`config.mk`:
```
export PLATFORM = sky130hd
export DESIGN_NAME = vend_controller
export DESIGN_NICKNAME = d
export VERILOG_FILES = /design/src/rtl/vend_controller.sv
export SDC_FILE = /design/constraint.sdc
export NUM_CORES = 1
export LEC_CHECK = 0
export ABC_AREA = 1
export BUFFER_PORTS_ARGS = -buffer_cell sky130_fd_sc_hd__buf_2
export CORE_MARGIN = 5
export CORE_UTILIZATION = 49
export CTS_CLUSTER_DIAMETER = 60
export DETAILED_ROUTE_END_ITERATION = 16
export PLACE_DENSITY = 0.74
export SKIP_LAST_GASP = 1
export SYNTH_ARGS = -nofsm -noshare
export SYNTH_HDL_FRONTEND = slang
export SYNTH_SLANG_ARGS = --single-unit
```
`constraint.sdc`:
```
create_clock -name clk -period 2.4 [get_ports clk]
set_input_delay 0.48 -clock clk [delete_from_list [all_inputs] [get_ports clk]]
set_output_delay 0.48 -clock clk [all_outputs]
set_load 0.02 [all_outputs]
```
`src/rtl/vend_controller.sv`:
```
// Vending transaction sequencer: coin credit accumulation, dispense handshake
// with timeout, and change payout as a train of single-unit pulses.
module vend_controller #(
  parameter int PRICE        = 3,
  parameter int MAX_CREDIT   = 6,
  parameter int CREDIT_W     = 4,
  parameter int DISP_TIMEOUT = 16
) (
  input  logic                clk,
  input  logic                rst,
  input  logic [1:0]          coin,
  input  logic                sel,
  input  logic                cancel,
  input  logic                disp_ack,
  output logic                disp_req,
  output logic                change_pulse,
  output logic                coin_reject,
  output logic [CREDIT_W-1:0] credit,
  output logic                busy,
  output logic                vend_done,
  output logic                vend_err,
  output logic [1:0]          o_state
);

  localparam int TMO_W = (DISP_TIMEOUT > 2) ? $clog2(DISP_TIMEOUT) : 1;
  localparam logic [CREDIT_W:0]   L_MAX      = (CREDIT_W+1)'(MAX_CREDIT);
  localparam logic [CREDIT_W-1:0] L_PRICE    = CREDIT_W'(PRICE);
  localparam logic [TMO_W-1:0]    L_TMO_LAST = TMO_W'(DISP_TIMEOUT - 1);

  typedef enum logic [1:0] {
    S_IDLE     = 2'd0,
    S_CREDIT   = 2'd1,
    S_DISPENSE = 2'd2,
    S_CHANGE   = 2'd3
  } state_t;

  state_t              r_state;
  logic [CREDIT_W-1:0] r_credit;
  logic [TMO_W-1:0]    r_tmo;
  logic                r_phase;
  logic                r_disp_req;
  logic                r_change_pulse;
  logic                r_coin_reject;
  logic                r_busy;
  logic                r_vend_done;
  logic                r_vend_err;

  logic [CREDIT_W:0]   w_coin_val;
  logic [CREDIT_W:0]   w_coin_sum;
  logic                w_coin_fits;
  logic                w_coin_any;

  always_comb begin
    w_coin_val = '0;
    case (coin)
      2'b01:   w_coin_val = {{(CREDIT_W-1){1'b0}}, 2'b01};
      2'b10:   w_coin_val = {{(CREDIT_W-1){1'b0}}, 2'b10};
      default: w_coin_val = '0;
    endcase
    w_coin_sum  = {1'b0, r_credit} + w_coin_val;
    w_coin_fits = (w_coin_sum <= L_MAX);
    w_coin_any  = (coin != 2'b00);
  end

  // Handshake: disp_req is raised on entry to DISPENSE and held until disp_ack
  // is sampled high or the timeout counter expires; ack wins a same-cycle tie.
  always_ff @(posedge clk or negedge rst) begin
    if (!rst) begin
      r_state        <= S_IDLE;
      r_credit       <= '0;
      r_tmo          <= '0;
      r_phase        <= 1'b0;
      r_disp_req     <= 1'b0;
      r_change_pulse <= 1'b0;
      r_coin_reject  <= 1'b0;
      r_busy         <= 1'b0;
      r_vend_done    <= 1'b0;
      r_vend_err     <= 1'b0;
    end else begin
      r_change_pulse <= 1'b0;
      r_coin_reject  <= 1'b0;
      r_vend_done    <= 1'b0;
      r_vend_err     <= 1'b0;
      case (r_state)
        S_IDLE, S_CREDIT: begin
          if (cancel && (r_credit != '0)) begin
            r_state       <= S_CHANGE;
            r_busy        <= 1'b1;
            r_phase       <= 1'b0;
            r_coin_reject <= w_coin_any;
          end else if (sel && (r_credit >= L_PRICE)) begin
            r_credit      <= r_credit - L_PRICE;
            r_state       <= S_DISPENSE;
            r_disp_req    <= 1'b1;
            r_busy        <= 1'b1;
            r_tmo         <= '0;
            r_coin_reject <= w_coin_any;
          end else if (coin == 2'b11) begin
            r_coin_reject <= 1'b1;
          end else if (w_coin_any) begin
            if (w_coin_fits) begin
              r_credit <= w_coin_sum[CREDIT_W-1:0];
              r_state  <= S_CREDIT;
            end else begin
              r_coin_reject <= 1'b1;
            end
          end
        end
        S_DISPENSE: begin
          r_coin_reject <= w_coin_any;
          if (disp_ack) begin
            r_vend_done <= 1'b1;
            r_disp_req  <= 1'b0;
            if (r_credit != '0) begin
              r_state <= S_CHANGE;
              r_phase <= 1'b0;
            end else begin
              r_state <= S_IDLE;
              r_busy  <= 1'b0;
            end
          end else if (r_tmo == L_TMO_LAST) begin
            r_vend_err <= 1'b1;
            r_disp_req <= 1'b0;
            r_credit   <= r_credit + L_PRICE;
            r_state    <= S_CHANGE;
            r_phase    <= 1'b0;
          end else begin
            r_tmo <= r_tmo + 1'b1;
          end
        end
        S_CHANGE: begin
          r_coin_reject <= w_coin_any;
          // phase 0 emits a pulse, phase 1 is the gap that may exit to IDLE
          if (!r_phase) begin
            if (r_credit != '0) begin
              r_change_pulse <= 1'b1;
              r_credit       <= r_credit - 1'b1;
              r_phase        <= 1'b1;
            end else begin
              r_state <= S_IDLE;
              r_busy  <= 1'b0;
            end
          end else begin
            r_phase <= 1'b0;
            if (r_credit == '0) begin
              r_state <= S_IDLE;
              r_busy  <= 1'b0;
            end
          end
        end
        default: r_state <= S_IDLE;
      endcase
    end
  end

  assign disp_req     = r_disp_req;
  assign change_pulse = r_change_pulse;
  assign coin_reject  = r_coin_reject;
  assign credit       = r_credit;
  assign busy         = r_busy;
  assign vend_done    = r_vend_done;
  assign vend_err     = r_vend_err;
  assign o_state      = r_state;

endmodule

```
* Yosys cells after proc, flatten, opt, wreduce, memory -nomap -nowiden *
Cells that the tools add are included.

storage, ports and cells
  flip-flop bits (word level) = 17
  bits of input ports = 7

cells by class
  add/subtract/negate cells = 5
  $lt $le $gt $ge = 2
  eq/ne operators = 27
  muxes and demuxes = 57
  reductions and logical operators = 15

operators with widths
  cell                 number
  $mux 4               13
  $mux 1               25
  $ne 3x3->1 const B   8
  $mux 2               11
  $ne 2x2->1 const B   9
  $ne 4x4->1 const B   3
  $pmux 4 s3           1
  $eq 2x2->1 const B   4
  $pmux 4 s2           1
  $reduce_and 8->1     1
  $pmux 1 s3           2
  $pmux 2 s3           1
  $reduce_and 3->1     2
  $reduce_and 6->1     1
  $add 4x5->5          1
  $le 5x3->1 const B   1
  $reduce_and 5->1     1
  $add 4x1->4 const B  1
  $add 4x2->4 const B  1
  $eq 2x1->1 const B   2
  $eq 4x4->1 const B   1
  $ge 4x2->1 const B   1
  $logic_not 4->1      1
  $pmux 1 s2           2
  9 further kinds      12

* Logic depth before layout (Yosys ltp) *
Gate-level depths: netlist (run 1).

  word-level depth = 10
  mapped depth = 16
  mapped depth without buffers = 16

* Least setup slack after synthesis (run 1) *
No wires, ideal clock.

  kind = input -> register
  from = input port coin[0]
  to = register r_credit[3], in the netlist credit[3]
  setup time = 118 ps
  data arrival time = 1,868 ps
  required time = 2,282 ps
  path slack = 414 ps
  stages on the path = 14
  buffers on the path = 0
  path through = inv_1 nor2_1 ha_1 inv_1 fa_1 nor2_1 nand3_1 nand2_1 inv_1 nand3_1 nand2_1 nand2_2 nand2_1 nand2_1

between the ends
  cells in the longest elaborated chain, start to end = 9
  elaborated cells between the ends (all ways) = 17

RTL lines
  element                                                              RTL line  source
  start: declaration                                                   11        input logic [1:0] coin,
  parallel branches: the longest is 9 deep, another holds $add 4x5->5  --
  end signal: assignment                                               92        r_credit <= r_credit - L_PRICE;
  end signal: assignment                                               102       r_credit <= w_coin_sum[CREDIT_W-1:0];
  end signal: assignment                                               124       r_credit <= r_credit + L_PRICE;
  end: declaration                                                     38        logic [CREDIT_W-1:0] r_credit;

Several ways; the timed one is not identified. The select of a mux whose other input is x is not followed.
A chain may end at the register's enable or synchronous reset.

* Worst setup path in the final report (run 1) *
  from = register r_credit[0], in the netlist credit[0]
  to = register r_credit[0], in the netlist credit[0]

between the ends
  cells in the longest elaborated chain, start to end = 7
  elaborated cells between the ends (all ways) = 25

RTL lines
  element
  parallel branches: the longest is 7 deep, another holds $add 4x5->5

Several ways; the timed one is not identified. The select of a mux whose other input is x is not followed.

==> results of run 1 <==
## where the power goes
part	switching, uW	internal [uW]	total, uW
Combinational	847	469	1320
Clock	86.4	64.7	151
Sequential	156	400	556
## cell families (layout without fill, tap and decap cells)
logic type               after synthesis  count (layout)
AO/OA/AOI/OAI                         16              16
XOR/XNOR                               4               4
adder cells (fa/ha/maj)                8               8
buffers and inverters                 26              47
flip-flops                            17              17
AND/OR/NAND/NOR                      102             102
## synthesized netlist by cell type
cell type,number
nor3_1,2
inv_4,1
nand3_4,1
o21ai_1,3
o31ai_1,3
ha_1,7
nand2_4,4
nor2_4,2
nand2_1,52
inv_1,24
buf_6,1
xnor2_1,3
nand3_1,21
dfrtp_1,17
a41oi_1,1
or2_2,1
nand2_2,4
nand4_1,2
xor2_1,1
o21ai_0,8
o211ai_1,1
nor2_8,1
fa_1,1
nor2_1,8
nand3_2,2
nor2_2,2
## per-layer routing
metal  global-route usage  vias to the layer above  part of all wire
li1                     -                      601                 -
met3               0.0189                        7             0.041
met5                    0                        -                 0
met4               0.0848                        0             0.022
met1                0.215                      545              0.43
met2                0.296                       28              0.51
## state kept, by name (all words and copies together), names as in the netlist
| name | flops |
|---|---|
| o_state | 2 |
| r_phase | 1 |
| coin_reject | 1 |
| busy | 1 |
| vend_done | 1 |
| vend_err | 1 |
| change_pulse | 1 |
| credit | 4 |
| disp_req | 1 |
| r_tmo | 4 |
## layout make-up
cell class              instances  area [um2]
fillers                       247        1070
flip-flops and latches         17         425
repair buffers                 18        90.1
inverters                      25        96.3
clock buffers                   4        26.3
multi-input cells             130         758
well taps                      30        37.5
## worst max-delay path, cell delays in order, from the launching register on
cell,delay [ns]
dfrtp_1,0.51
ha_1,0.25
inv_1,0.07
fa_1,0.39
inv_1,0.07
nand2_1,0.07
nand3_1,0.10
nand2_1,0.05
inv_1,0.08
nand3_1,0.08
nand2_1,0.15
nand2_2,0.09
nand2_1,0.07
nand2_1,0.05
## how the worst max path moves through the flow
stage / endpoint / slack (ns) / cells past startpoint
floorplan: credit[3] / 0.41 / 14
global placement: credit[3] / 0.19 / 16
detailed placement: credit[1] / 0.1 / 16
CTS: credit[0] / 0.27 / 13
global route: credit[1] / 0.06 / 13
finish: credit[0] / 0.25 / 13
## through the flow
step | hold slack, ns | instances | utilization
5_1_grt | 0.106 | 224 | 0.574
3_3_place_gp | 0.413 | 220 | 0.563
2_1_floorplan | 0.184 | 173 | -
4_1_cts | 0.102 | 224 | 0.574
6_report | 0.0937 | 224 | 0.574
3_5_place_dp | 0.422 | 220 | 0.563
==> impl_metrics.json, run 1 <==
{
  "status": "completed",
  "finalHoldViolCount": 0,
  "final_common_cell": "nand2_1",
  "clock-sinks": 17,
  "post_cts_buffers": 0,
  "setup_viol": 0,
  "synth_top_family_by_area": "simple AND/OR/NAND/NOR gates",
  "period_share": 0.895,
  "vias": 1181,
  "synthSimpleGateAreaFrac": 0.404,
  "ys_seq_area_frac": 0.329,
  "drc": 0,
  "syn2layout_area_growth_pct": 11.0,
  "required_ns": 2.59,
  "fin_worst_skew_ns": 0.00115,
  "pin_count": 19,
  "root_buffer": "clkbuf_4",
  "ir_worst_vdd_uv": 736,
  "final_max_slew_viol_count": 0,
  "synth_area_leaders": "dfrtp_1, nand2_1, nand3_1",
  "synth_xor_area_frac": 0.0271,
  "layout-drive-gt1-share": 0.201,
  "hold_path_class": "in2async",
  "cts_buffer_depth": 2,
  "synth-seq-cells": 17,
  "drt_iter0_drc": 55,
  "wl_per_cell_um": 12.5,
  "grt_first_pass_wirelength_um": 4840,
  "cap_violations": 0,
  "layout_setup_ws_ns": 0.253,
  "cp_max_fo": 7,
  "synthMuxAreaShare": 0,
  "fmaxAchievable_ghz": 0.466,
  "clk_pin_slew_ns": 0.09,
  "layout_common_cells": "nand2_1, inv_1, nand3_1",
  "r2r_slack_ns": 0.25,
  "die_w_um": 61.3,
  "worstMarginPinSlew_ns": 0.383,
  "startpoint_type": "register",
  "die_h_um": 61.3,
  "synthesis.nets": 188,
  "worstSetupEndpointType": "register",
  "grt_start_max_net_pins": 18,
  "place_area_um2": 1410,
  "row_count": 18,
  "ant_nets": 0,
  "reg2regPathDepth": 13,
  "grt-ovfl-total": 0,
  "dieArea_um2": 3760,
  "yosysWarningCount": 0,
  "worstSetupPathType": "reg2reg",
  "grt_pass1_vias": 1118,
  "core_um2": 2500,
  "tns_ns": 0,
  "cts_htree_levels": 1,
  "total_power_uw": 2020,
  "hold_buffers": 0,
  "yosys.area.top_type": "dfrtp_1",
  "crit_arrival_ns": 2.34,
  "synth_compound_area_frac": 0.0727,
  "avgSynthCellArea_um2": 7.46,
  "clk_latency_ns": 0.29,
  "syn-instance-count": 173,
  "wirelength_um": 2800,
  "finalInstanceArea_um2": 1430,
  "final_nets": 210,
  "cts_made_buffers": 3,
  "initial_core_util": 0.517,
  "port_buffers": 18,
  "ys_types": 26,
  "synthAdderAreaFrac": 0.0833,
  "cts_tree": "done",
  "synth_top_area_frac": 0.329,
  "r2r-start": "credit[0]",
  "syn_area_um2": 1290,
  "maxSlewHeadroom": 0.745,
  "drtPass1Iterations": 4,
  "antenna_found_initial": 0,
  "cts.repair.resized": 0,
  "grt_usage": 0.173,
  "place.gp.congestion": 0.899,
  "crit_start": "credit[0]",
  "p_per_area_nw_per_um2": 1410,
  "pre_cts_ws_ns": 0.0954,
  "rsz0062_at_grt": "no",
  "diodes": 0,
  "period_needed_ns": 2.15,
  "hpwl_um": 2230,
  "r2r_end": "credit[0]",
  "leakage_uw": 0.000794,
  "viasPerCell": 5.27
}
Note: power is estimated with default switching activity, not from simulation.
==> run 2: changes to the inputs <==
- ABC_AREA: 1 -> 0
- CORE_MARGIN: 5 -> 4
==> run 2 against run 1 <==
Maximum frequency fell by 6.5%; hold slack got worse by 0.013 ns; global-route usage rose by 2.6 points; critical path depth fell by 3; synthesized cell count shrank 21%; sequential power down 1%; routed wire length is 11% higher; clock-buffer cell count shrank 1; total power grew 3.1%; sequential share of layout area fell by 1.4 points; first-iteration DRC count shrank 27%; area after synthesis shrank 0.87%; largest cell class unchanged.
==> impl_metrics.json, run 2 <==
{
  "syn-instance-count": 137,
  "cts_tree": "done",
  "ys_top_cells_by_count": "dfrtp_1, nor2_1, a21oi_1",
  "layout_common_cells": "buf_2, dfrtp_1, nor2_1, buf_4, a21oi_1",
  "synthesis.nets": 152,
  "drc": 0,
  "async_flop_share": 1.00,
  "startpoint_type": "input port",
  "die_h_um": 59.1,
  "syn_area_um2": 1280,
  "core_um2": 2480,
  "finalInstanceArea_um2": 1510,
  "synth_flop_cell": "dfrtp_1",
  "utilization": 0.608,
  "wirelength_um": 3100,
  "total_power_uw": 2080,
  "ys_seq_area_frac": 0.332,
  "post_cts_buffers": 0,
  "clk_latency_ns": 0.31,
  "place.gp.congestion": 0.893,
  "finalHoldViolCount": 0,
  "p_per_area_nw_per_um2": 1380,
  "ir_worst_vdd_uv": 741,
  "worstSetupEndpointType": "register",
  "final_nets": 185,
  "cts_made_buffers": 3,
  "worstSetupPathType": "in2reg",
  "ys_types": 48,
  "synth_top_area_frac": 0.332,
  "rsz0062_at_grt": "yes",
  "die_w_um": 59.1,
  "syn2layout_area_growth_pct": 17.6,
  "synth_edf_count": 0,
  "yosysMostFrequentCell": "dfrtp_1",
  "ant_nets": 0,
  "worstMarginPinSlew_ns": 0.649,
  "layout_setup_ws_ns": 0.104,
  "port_buffers": 18,
  "dp.cells": 195,
  "final_max_slew_viol_count": 0,
  "grt_pass1_vias": 1189,
  "initial_core_util": 0.517,
  "leakage_uw": 0.000696,
  "crit_chain": "buf_2 -> nor2b_1 -> ha_1 -> inv_1 -> fa_1 -> xor2_1 -> o32ai_2 -> o21a_1 -> nor3_2 -> mux2_4",
  "grt_start_max_net_pins": 18,
  "cap_violations": 0,
  "final_common_cell": "buf_2",
  "layout-drive-gt1-share": 0.278,
  "maxSlewHeadroom": 0.566,
  "clock-sinks": 17,
  "status": "completed",
  "synth-seq-cells": 17,
  "period_needed_ns": 2.30,
  "setup_viol": 0,
  "slowest_delay_ns": 0.41,
  "synth_area_leaders": "dfrtp_1, ha_1, nor2_1",
  "grt_first_pass_wirelength_um": 5300,
  "wl_per_cell_um": 15.6,
  "diodes": 0,
  "row_count": 18,
  "viasPerCell": 6.05,
  "drtPass1Iterations": 4,
  "grt_usage": 0.199,
  "hold_path_class": "in2async",
  "fin_worst_skew_ns": 0.00124,
  "fmaxAchievable_ghz": 0.436,
  "cts_htree_levels": 1,
  "cts_buffer_depth": 2,
  "clk_pin_slew_ns": 0.12,
  "hpwl_um": 2450,
  "grt-ovfl-total": 0,
  "cp_max_fo": 5,
  "period_share": 0.957,
  "dieArea_um2": 3490,
  "root_buffer": "clkbuf_4",
  "pin_count": 19,
  "drt_iter0_drc": 40,
  "required_ns": 2.61,
  "finalNonFillerCells": 199,
  "place_area_um2": 1480,
  "crit_arrival_ns": 2.50,
  "hold_buffers": 0,
  "yosysWarningCount": 0,
  "yosys.area.top_type": "dfrtp_1",
  "antenna_found_initial": 0,
  "worst_path_max_delay_cell": "fa_1",
  "pre_cts_ws_ns": -0.225,
  "avgSynthCellArea_um2": 9.34,
  "vias": 1203
}
[run 2: cell count changes after synthesis, sizes merged, moves of 3 or more]
cell,change
nand2,-50
nand3,-21
inv,-18
a21oi,+10
nand2b,+6
o21ai,-5
and2,+4
buf,+3
nor3,+3
xor2,+3
[run 2: worst paths after layout]
path                            from            to  slack (ns)  cells after the start
max reg2reg                credit[0]     credit[1]        0.12                      7
min                              rst      vend_err        0.08                      1
min in group clk            disp_ack      vend_err        0.40                      2
max                          coin[1]     credit[1]        0.10                     10
max in group asynchronous        rst      disp_req        2.03                      1
min reg2reg                  r_phase  change_pulse        0.47                      1
[run 2: cell type report]
| cell class | count | area, um2 |
|---|---|---|
| fillers | 212 | 972 |
| multi-input cells | 109 | 791 |
| flip-flops and latches | 17 | 425 |
| repair buffers | 32 | 195 |
| well taps | 30 | 37.5 |
| inverters | 7 | 26.3 |
| clock buffers | 3 | 22.5 |
| clock inverters | 1 | 7.51 |
[run 2: critical path, delay by kind of cell]
family	cells	cell delay, ns
XOR/XNOR	1	0.17
buffers and inverters	2	0.16
adder cells (fa/ha/maj)	2	0.62
AND/OR/NAND/NOR	2	0.24
AO/OA/AOI/OAI	2	0.52
multiplexers	1	0.30
[run 2: per-layer routing]
metal  global-route usage  vias to the layer above  wire [um]
met5                    0                        -          0
met4               0.0809                        0         70
met3               0.0349                       12        178
met2                0.325                       45       1490
met1                0.258                      578       1360
li1                     -                      568          -
[run 2: cells by family (layout without fill, tap and decap cells)]
family,Yosys count,in the layout,synth area share
AND/OR/NAND/NOR,53,53,0.222
adder cells (fa/ha/maj),8,8,0.0841
AO/OA/AOI/OAI,40,40,0.244
flip-flops,17,17,0.332
XOR/XNOR,5,5,0.0342
buffers and inverters,11,43,0.0557
multiplexers,3,3,0.0274
[run 2: what timing repair did]
item | in CTS | in global routing
endpoints found under the setup margin | 0 | 2
hold endpoints to repair | 0 | 0
gates resized for setup | 0 | 1
[run 2: stage by stage]
step	setup TNS [ns]	hold WS (ns)
after floorplan	0	0.184
after global placement	-0.295	0.417
after detailed placement	-0.913	0.435
after CTS	0	0.0904
after global routing	-0.00252	0.0892
final	0	0.0812
[run 2: power by group]
group	total, uW	switching [uW]	internal, uW
registers	549	144	405
logic	1360	725	636
clock network	175	111	63.6
total	2080	980	1100
==> run 3: changes to the inputs <==
--- a/constraint.sdc
+++ b/constraint.sdc
@@ -3,2 +3,2 @@
 set_output_delay 0.48 -clock clk [all_outputs]
-set_load 0.02 [all_outputs]
+set_load 0.1 [all_outputs]
==> run 3 against run 2 <==
First-iteration DRC count is 2.5% higher; clock skew is 0.012 ns higher; sequential share of layout area is 0.34 points higher; non-clock buffer count is 1 lower; critical path type is now reg2reg; highest routed layer unchanged.
==> impl_metrics.json, run 3 (same netlist as run 2, synthesis figures left out) <==
{
  "grt_first_pass_wirelength_um": 5490,
  "dieArea_um2": 3490,
  "worstSetupEndpointType": "register",
  "clk_pin_slew_ns": 0.11,
  "final_nets": 184,
  "cp_max_fo": 8,
  "die_w_um": 59.1,
  "die_h_um": 59.1,
  "diodes": 0,
  "layout_common_cells": "buf_2, nor2_1, dfrtp_1",
  "clock-sinks": 17,
  "drc": 0,
  "cap_violations": 0,
  "place.gp.congestion": 0.924,
  "fin_worst_skew_ns": 0.0136,
  "fmaxAchievable_ghz": 0.434,
  "crit_arrival_ns": 2.48,
  "finalHoldViolCount": 0,
  "hold_path_class": "in2async",
  "place_area_um2": 1490,
  "grt_start_max_net_pins": 18,
  "core_um2": 2480,
  "post_cts_buffers": 0,
  "hpwl_um": 2570,
  "wirelength_um": 3280,
  "finalInstanceArea_um2": 1520,
  "status": "completed",
  "pin_count": 19,
  "reg2regPathDepth": 6,
  "port_buffers": 18,
  "worstSetupPathType": "reg2reg",
  "cts_buffer_depth": 2,
  "wl_per_cell_um": 16.5,
  "root_buffer": "clkbuf_4",
  "hold_buffers": 0,
  "layout-drive-gt1-share": 0.298,
  "period_share": 0.960,
  "cts_made_buffers": 3,
  "r2r_end": "credit[1]",
  "grt-ovfl-total": 0,
  "drt_iter0_drc": 41,
  "period_needed_ns": 2.30,
  "final_common_cell": "buf_2",
  "grt_usage": 0.208,
  "worstMarginPinSlew_ns": 0.713,
  "startpoint_type": "register",
  "viasPerCell": 5.93,
  "setup_viol": 0,
  "syn2layout_area_growth_pct": 18.6,
  "ant_nets": 0,
  "utilization": 0.613,
  "drtPass1Iterations": 4,
  "rsz0062_at_grt": "no",
  "initial_core_util": 0.517,
  "cts_htree_levels": 1,
  "cts_tree": "done",
  "cts.repair.resized": 0,
  "required_ns": 2.58,
  "r2r-start": "credit[0]",
  "nFillCells": 214,
  "final_max_slew_viol_count": 0,
  "row_count": 18,
  "clk_latency_ns": 0.30,
  "maxSlewHeadroom": 0.523,
  "r2r_slack_ns": 0.1,
  "grt_pass1_vias": 1191,
  "vias": 1174,
  "antenna_found_initial": 0
}
-- run 3: final cells by class --
| cell class | instances | area [um2] | area share |
|---|---|---|---|
| Clock buffer | 4 | 26.3 | 0.0173 |
| Sequential cell | 17 | 434 | 0.286 |
| Timing Repair Buffer | 31 | 188 | 0.124 |
| Multi-Input combinational cell | 109 | 806 | 0.531 |
| Tap cell | 30 | 37.5 | 0.0247 |
| Inverter | 7 | 26.3 | 0.0173 |
-- run 3: how the worst max path moves through the flow --
| stage | start | end | slack, ns | depth (start not counted) |
|---|---|---|---|---|
| after global routing | credit[0] | credit[2] | 0.03 | 8 |
| after floorplan | o_state[0] | credit[3] | 0.02 | 7 |
| after detailed placement | coin[0] | credit[3] | -0.14 | 10 |
| final | credit[0] | credit[1] | 0.1 | 6 |
| after global placement | coin[0] | o_state[0] | -0.04 | 11 |
| after CTS | credit[0] | credit[3] | 0.15 | 8 |
-- run 3: stage by stage --
stage / hold slack, ns / setup TNS, ns / std cells / setup slack (ns)
after CTS: 0.102 / 0 / 198 / 0.151
after global routing: 0.110 / 0 / 198 / 0.0347
final: 0.0841 / 0 / 198 / 0.0954
after detailed placement: 0.423 / -0.545 / 194 / -0.138
after floorplan: 0.184 / 0 / 137 / 0.0217
after global placement: 0.421 / -0.0965 / 194 / -0.0449
-- run 3: metal layers --
layer / up-vias / wire length [um] / global-route usage
li1: 560 / - / -
met3: 4 / 234 / 0.0479
met2: 50 / 1580 / 0.344
met1: 560 / 1440 / 0.273
met5: - / 0 / 0
met4: 0 / 27 / 0.0550
-- run 3: worst max-delay path, stage by stage (launching register included) --
cell,delay [ns]
dfrtp_4,0.54
ha_1,0.28
o31ai_1,0.32
nand2_1,0.24
o311ai_4,0.39
nor3_2,0.11
mux2_4,0.30
Power of run 3 is left out: the tool's default activity adds up to more than one toggle a clock period on the data nets, which glitch-free logic cannot reach.
